<file path="src/rtl/ddr3_frame_writer.sv">
// ddr3_frame_writer
// Streams a frame of 256-bit words from an upstream valid/ready source into
// DDR3 through an Avalon-MM burst write master. The frame is cut into bursts
// of at most BURST_LEN beats. Each burst keeps its start address on the bus
// for every beat. The source is throttled so that exactly burst_count beats
// are loaded per burst.

module ddr3_frame_writer #(
  parameter int BURST_LEN = 16
) (
  input  logic         mem_clk,
  input  logic         mem_rst,
  input  logic         start_in,
  input  logic [24:0]  start_addr_in,
  input  logic [31:0]  total_word_in,
  output logic         busy_out,
  output logic         write_done_out,
  input  logic [255:0] wr_data_in,
  input  logic         wr_data_valid_in,
  output logic         wr_data_ready_out,
  input  logic         ddr3_emif_ready,
  output logic         ddr3_emif_write,
  output logic [24:0]  ddr3_emif_addr,
  output logic [255:0] ddr3_emif_write_data,
  output logic [31:0]  ddr3_emif_byte_enable,
  output logic [4:0]   ddr3_emif_burst_count
);

  localparam logic [4:0] BURST_LEN_W = 5'(BURST_LEN);

  typedef enum logic [2:0] {
    IDLE,
    SETUP,
    BURST,
    NEXT,
    DONE
  } state_t;

  state_t      state;
  logic [24:0] addr_reg;
  logic [31:0] remaining;
  logic [4:0]  beats_loaded;
  logic [4:0]  beats_accepted;

  logic [4:0]  setup_count;
  logic [31:0] remaining_after;
  logic        load_beat;
  logic        accept_beat;
  logic        last_beat;

  // Burst sizing, upstream handshake and EMIF acceptance decode.
  // The output register can take a new beat when it is empty or when
  // its current beat leaves this cycle.
  always_comb begin
    setup_count       = (remaining >= 32'(BURST_LEN)) ? BURST_LEN_W : remaining[4:0];
    remaining_after   = remaining - {27'd0, ddr3_emif_burst_count};
    wr_data_ready_out = (state == BURST) &&
                        (beats_loaded < ddr3_emif_burst_count) &&
                        (!ddr3_emif_write || ddr3_emif_ready);
    load_beat         = wr_data_ready_out && wr_data_valid_in;
    accept_beat       = ddr3_emif_write && ddr3_emif_ready;
    last_beat         = accept_beat && ((beats_accepted + 5'd1) == ddr3_emif_burst_count);
  end

  // Frame sequencer: walks bursts across the frame and drives every
  // registered EMIF and status output.
  always_ff @(posedge mem_clk or posedge mem_rst) begin
    if (mem_rst) begin
      state                 <= IDLE;
      addr_reg              <= '0;
      remaining             <= '0;
      beats_loaded          <= '0;
      beats_accepted        <= '0;
      busy_out              <= 1'b0;
      write_done_out        <= 1'b0;
      ddr3_emif_write       <= 1'b0;
      ddr3_emif_addr        <= '0;
      ddr3_emif_write_data  <= '0;
      ddr3_emif_byte_enable <= '0;
      ddr3_emif_burst_count <= '0;
    end else begin
      write_done_out <= 1'b0;
      case (state)
        IDLE: begin
          if (start_in) begin
            addr_reg  <= start_addr_in;
            remaining <= total_word_in;
            busy_out  <= 1'b1;
            state     <= (total_word_in == 32'd0) ? DONE : SETUP;
          end
        end

        SETUP: begin
          ddr3_emif_burst_count <= setup_count;
          ddr3_emif_addr        <= addr_reg;
          beats_loaded          <= '0;
          beats_accepted        <= '0;
          state                 <= BURST;
        end

        BURST: begin
          if (load_beat) begin
            ddr3_emif_write_data  <= wr_data_in;
            ddr3_emif_write       <= 1'b1;
            ddr3_emif_byte_enable <= '1;
            beats_loaded          <= beats_loaded + 5'd1;
          end else if (accept_beat) begin
            ddr3_emif_write       <= 1'b0;
            ddr3_emif_byte_enable <= '0;
          end
          if (accept_beat) begin
            beats_accepted <= beats_accepted + 5'd1;
          end
          if (last_beat) begin
            state <= NEXT;
          end
        end

        NEXT: begin
          addr_reg  <= addr_reg + {20'd0, ddr3_emif_burst_count};
          remaining <= remaining_after;
          state     <= (remaining_after != 32'd0) ? SETUP : DONE;
        end

        DONE: begin
          write_done_out <= 1'b1;
          busy_out       <= 1'b0;
          state          <= IDLE;
        end

        default: begin
          state <= IDLE;
        end
      endcase
    end
  end

endmodule

</file>
<file path="config.mk">
export PLATFORM = sky130hd
export DESIGN_NAME = ddr3_frame_writer
export DESIGN_NICKNAME = d
export VERILOG_FILES = /design/src/rtl/ddr3_frame_writer.sv
export SDC_FILE = /design/constraint.sdc
export NUM_CORES = 1
export LEC_CHECK = 0
export CAP_MARGIN = 10
export CELL_PAD_IN_SITES_DETAIL_PLACEMENT = 1
export CELL_PAD_IN_SITES_GLOBAL_PLACEMENT = 2
export CORE_AREA = 2 2 247 249
export CTS_BUF_LIST = sky130_fd_sc_hd__clkbuf_8
export DETAILED_ROUTE_END_ITERATION = 7
export DIE_AREA = 0 0 249 251
export PLACE_DENSITY_LB_ADDON = 0.1
export SYNTH_ARGS = -nofsm -noshare
export SYNTH_HDL_FRONTEND = slang
export SYNTH_SLANG_ARGS = --single-unit
</file>
<file path="constraint.sdc">
create_clock -name mem_clk -period 16.3 [get_ports mem_clk]
set_clock_uncertainty 0.05 [all_clocks]
set_input_delay 4.075 -clock mem_clk [delete_from_list [all_inputs] [get_ports mem_clk]]
set_output_delay 4.075 -clock mem_clk [all_outputs]
set_load 0.01 [all_outputs]
</file>
# Word-level counts from Yosys, hierarchy flattened
# Index checks and enable logic that the tools add are counted.
[op_classes]
add_sub_neg = 4
mul = 0
div_mod_pow = 0
magnitude_cmp = 2
eq_ne = 9
n_shift = 0
mux = 21
n_bitwise = 0
n_reduce_logical = 21
[op_table]
columns = ["operator", "count"]
rows = [
  ["$mux 32", 3],
  ["$pmux 32 s2", 1],
  ["$pmux 25 s2", 1],
  ["$ge 32x5->1 const B", 1],
  ["$logic_not 32->1", 1],
  ["$reduce_bool 32->1", 1],
  ["$sub 32x5->32", 1],
  ["$add 25x5->25", 1],
  ["$mux 25", 1],
  ["$pmux 5 s2", 2],
  ["$mux 5", 3],
  ["$reduce_and 2->1", 7],
  ["$mux 3", 4],
  ["$pmux 3 s4", 1],
  ["$add 5x1->5 const B", 2],
  ["$ne 2x2->1 const B", 4],
  ["$reduce_bool 2->1", 4],
  ["$eq 3x2->1 const B", 2],
  ["$eq 5x5->1", 1],
  ["$logic_and 1x1->1", 5],
  ["$lt 5x5->1", 1],
  ["$mux 1", 4],
  ["$eq 3x1->1 const B", 1],
  ["$eq 3x3->1 const B", 1],
  ["other kinds (4)", 4],
]
[word_totals]
ff_bits = 391
latch_bits = 0
ramBits = 0
mem_bits_ro = 0
inputBits = 318
out_inout_bits = 322
word_cells = 69
memories = 0

# Depth between registers and ports, before layout
[logic_depth]
depth_word = 6
mapped_depth = 11
mapped_depth_nobuf = 10

# Least setup slack after synthesis
# OpenSTA, ideal clock, no wires.
[synth_timing]
path_kind = "input-to-output"
start = "in ddr3_emif_ready"
end = "out wr_data_ready_out"
arrival_time_ps = 4718
required_time_ps = 12175
slack_ps = 7457
cell_stages = 4
path_buffers = 0
cell_sequence = "nor2b_1 -> nor4b_1 -> o21ai_0 -> inv_1"
[synth_via]
elab_chain_cells = 2
[synth_lines]
columns = ["item", "line", "rtl"]
rows = [
  ["start, declared", "21", "input logic ddr3_emif_ready,"],
  ["$logic_or 1x1->1", "59", "(!ddr3_emif_write || ddr3_emif_ready);"],
  ["$logic_and 1x1->1", "58", "(beats_loaded < ddr3_emif_burst_count) &&"],
  ["end, declared", "20", "output logic wr_data_ready_out,"],
]
# No other way between the ends.

# Final worst setup path
# Same ends and word-level chain as after synthesis.

==> summary.md <==
| Metric | Value |
|---|---|
| Post-DRT Antenna Nets | 0 |
| DR vias/cell | 4.695 |
| DR WL met2 | 33540 um |
| Outcome | finished clean |
| Site row count | 90 |
| Max FFs per register | 256 |
| Synth area leaders | dfrtp_1 57%, mux2_2 18%, nand2_1 3.4%, buf_4 1.5%, o21ai_0 1.4% |
| Ratio of cells with drive above 1 in the final layout | 19.92% |
| First-pass GRT wire length | between 90000 and 100000 um |
| Worst Setup SP | ddr3_emif_ready |
| Power, Total | between 4000 and 5000 uW |
| Drc violations | 0 |
| Dpl cells | 2611 |
| RSZ-0062 raised after global routing | false |
| Initial DRC Count | 538 |
| Multiplexer area fraction after synthesis | a little under a fifth |
| Syn_nets | ~1600 |
| Core footprint | 59790 um^2 |
| Synthesized-area fraction occupied by adder cells | between 1.5 and 2% |
| Critical path startpoint category | input port |
| Non-Filler Instances | approximately 2700 |
| Total of max-cap violations | 0 |
| Worst flop-to-flop path startpoint | ddr3_emif_burst_count[1] |
| Post CTS Setup Buffer Count | 0 |
| Slew @ Worst Pin | 1.074 ns |
| Final core utilization | 40.25% |
| Hold path cells | 2 |
| Total CTS buffers | 70 |
| Vias in the first global route | 13370 |
| Die width | 249 um |
| Register area share after synthesis | 57.29% |
| Fmax | roughly 100 MHz |
| Mapped Cells | 1270 |
| Critical hold path startpoint | ddr3_emif_addr[11] |
| Initial Util | 26.22% |
| FILL cells | between 6000 and 7000 |
| Critical path data arrival time | just under 6 ns |
| Wl on met1 | 28270 um |
| CTS clk-pin slew, worst paths | 0.05 ns |
| RePlAce Congestion | 0.8277 |
| Shortest period the worst path allows | 10.02 ns |
| R2r worst-path depth | 9 |
| Clock buffer depth | 3 |
| CTS Sinks | 359 |
| PD cells | roughly 200 nW/um^2 |
| Area grow syn2layout | 53.50% |
| Post-synth top cells | 359 x dfrtp_1, 256 x mux2_2, 140 x nand2_1 |
| GR Overflow Total | 0 |
| Simple logic cell fraction of the synthesized area | 10.17% |
| Yosys reg bits | 359 |
| Main combinational cell family by area after synthesis | multiplexers |
| Netlist cell types | 71 |
| Root buf cell | clkbuf_8 |
| CP max FO | 5 |
| Worst EP required | between 10 and 15 ns |
| Slew Limit Fails | 0 |
| Critical path endpoint category | output pin |
| Vias | 12860 |
| Max VDD drop | 0.08344 mV |
| Avg Cell Area, Syn | 12.35 um^2 |
| Post-synthesis compound-gate area fraction | under 10% |
| Max Used Layer | met5 |
| GRT Resource Usage Total | 21.48% |
| # port buffers | 639 |
| CTS tree | yes |
| # setup viols final | 0 |
| HPWL after detailed placement | 52250 um |
| # hold bufs at CTS | 0 |
| # IOs | 640 |
| Per-cell routed wire length | 24.83 um |
| Final Hold Fails | 0 |
| Cell taking the most area after synthesis | dfrtp_1 |
| TNS Setup | 0 ns |
| Synth warn | 0 |
| Area post-placement | 22680 um^2 |
| Number of enable flip-flop cells after synthesis | 0 |
| Initial antenna violation count | 14 |
| Top-area cell type share of the netlist area | 57.29% |
| Final #Nets | 2237 |
| Main synth FF type | dfrtp_1 |
| H-tree Lvls | 3 |
| Type of the tightest min-delay check | reg -> reg |
| Met3 Routed Length | 4942 um |
| LEAKAGE | 0.01010 uW |
| Slew HR | 28.41% |
| Top flop regs | ddr3_emif_write_data: 256 flops, remaining: 32 flops |
| Post-Syn Area | ~16000 um^2 |
| Vert. Die Dim | about 250 um |
| Period utilization | 61.48% |
| Register-to-register setup slack | 11.99 ns |
| Post-route cell area | 24070 um^2 |
| Most frequent cell after synthesis | dfrtp_1 |
| Synth Area in XOR/XNOR | 1.005% |
| First drt pass iteration count | 7 |
| DRT Wirelength | 68000 um |
| Setup CP Type | in -> out |
| Pin count of the biggest net entering global routing | 146 |
| Die area | approximately 62000 um^2 |
| Clk_lat worst skew | 0.64 ns |
| Ys async rst share | 100.0% |
| Largest Register | ddr3_emif_write_data |
| Post-cts resize count | 0 |
## worst paths after layout
kind,endpoint
max,wr_data_ready_out
min,ddr3_emif_addr[11]
max reg2reg,ddr3_emif_write_data[173]
min reg2reg,ddr3_emif_addr[11]
max in group asynchronous,remaining[17]
min in group asynchronous,ddr3_emif_write_data[123]
## critical path, stage by stage
cell	delay, ns
clkdlybuf4s50_1	0.51
nor2b_1	0.06
nor4b_1	0.31
o21ai_0	0.25
inv_1	0.13
clkdlybuf4s50_1	0.55
## through the flow
| step | hold WS (ns) | setup slack, ns |
|---|---|---|
| after detailed placement | 0.4126 | 6.235 |
| after floorplan | 0.4039 | 2.213 |
| after global routing | 0.4587 | 6.027 |
| after CTS | 0.4299 | 6.224 |
| after global placement | 0.4135 | 6.193 |
| final | 0.4234 | 6.278 |
## cells in the final DEF, fill, tap and decap left out, types with 6 or more instances in the layout
master / count
a21o_1: 8
a21oi_1: 34
a221o_1: 18
and3_1: 8
buf_4: 14
clkbuf_8: 87
clkdlybuf4s50_1: 639
dfrtp_1: 359
ha_1: 16
inv_1: 52
mux2_2: 256
nand2_1: 140
nand2b_1: 6
nand3_1: 19
nand4_1: 13
nor2_1: 55
nor3_1: 19
nor4_1: 13
o211ai_1: 12
o21ai_0: 45
o311ai_0: 9
or3_1: 12
xnor2_1: 12
xor2_1: 6
## final cells by class
class	count	area [um^2]	share of cell area, %
diodes	4	10.01	0.04159
clock buffers	87	1197	4.975
clock inverters	37	178.9	0.7434
inverters	23	93.84	0.3899
multi-input cells	793	6106	25.37
flip-flops and latches	359	8984	37.32
well taps	782	978.4	4.065
repair buffers	654	6521	27.09
## cells by family after synthesis
logic type,count (synthesis)
fa+ha+maj,18
simple gates,326
buf+inv,118
mux,257
xor+xnor,18
compound gates,174
flops,359
## per-layer routing
metal | GRT usage, % | vias to the layer above
met1 | 26.42 | 6579
met4 | 5.697 | 16
met5 | 0 | -
met2 | 36.24 | 392
met3 | 6.948 | 91
li1 | - | 5782
## power breakdown
group / internal (uW) / switching (uW) / total (uW)
registers: 1320 / 286 / 1610
clock network: 481 / 413 / 895
logic: 1240 / 1080 / 2320
No activity file was read; power rests on OpenSTA's default activity.
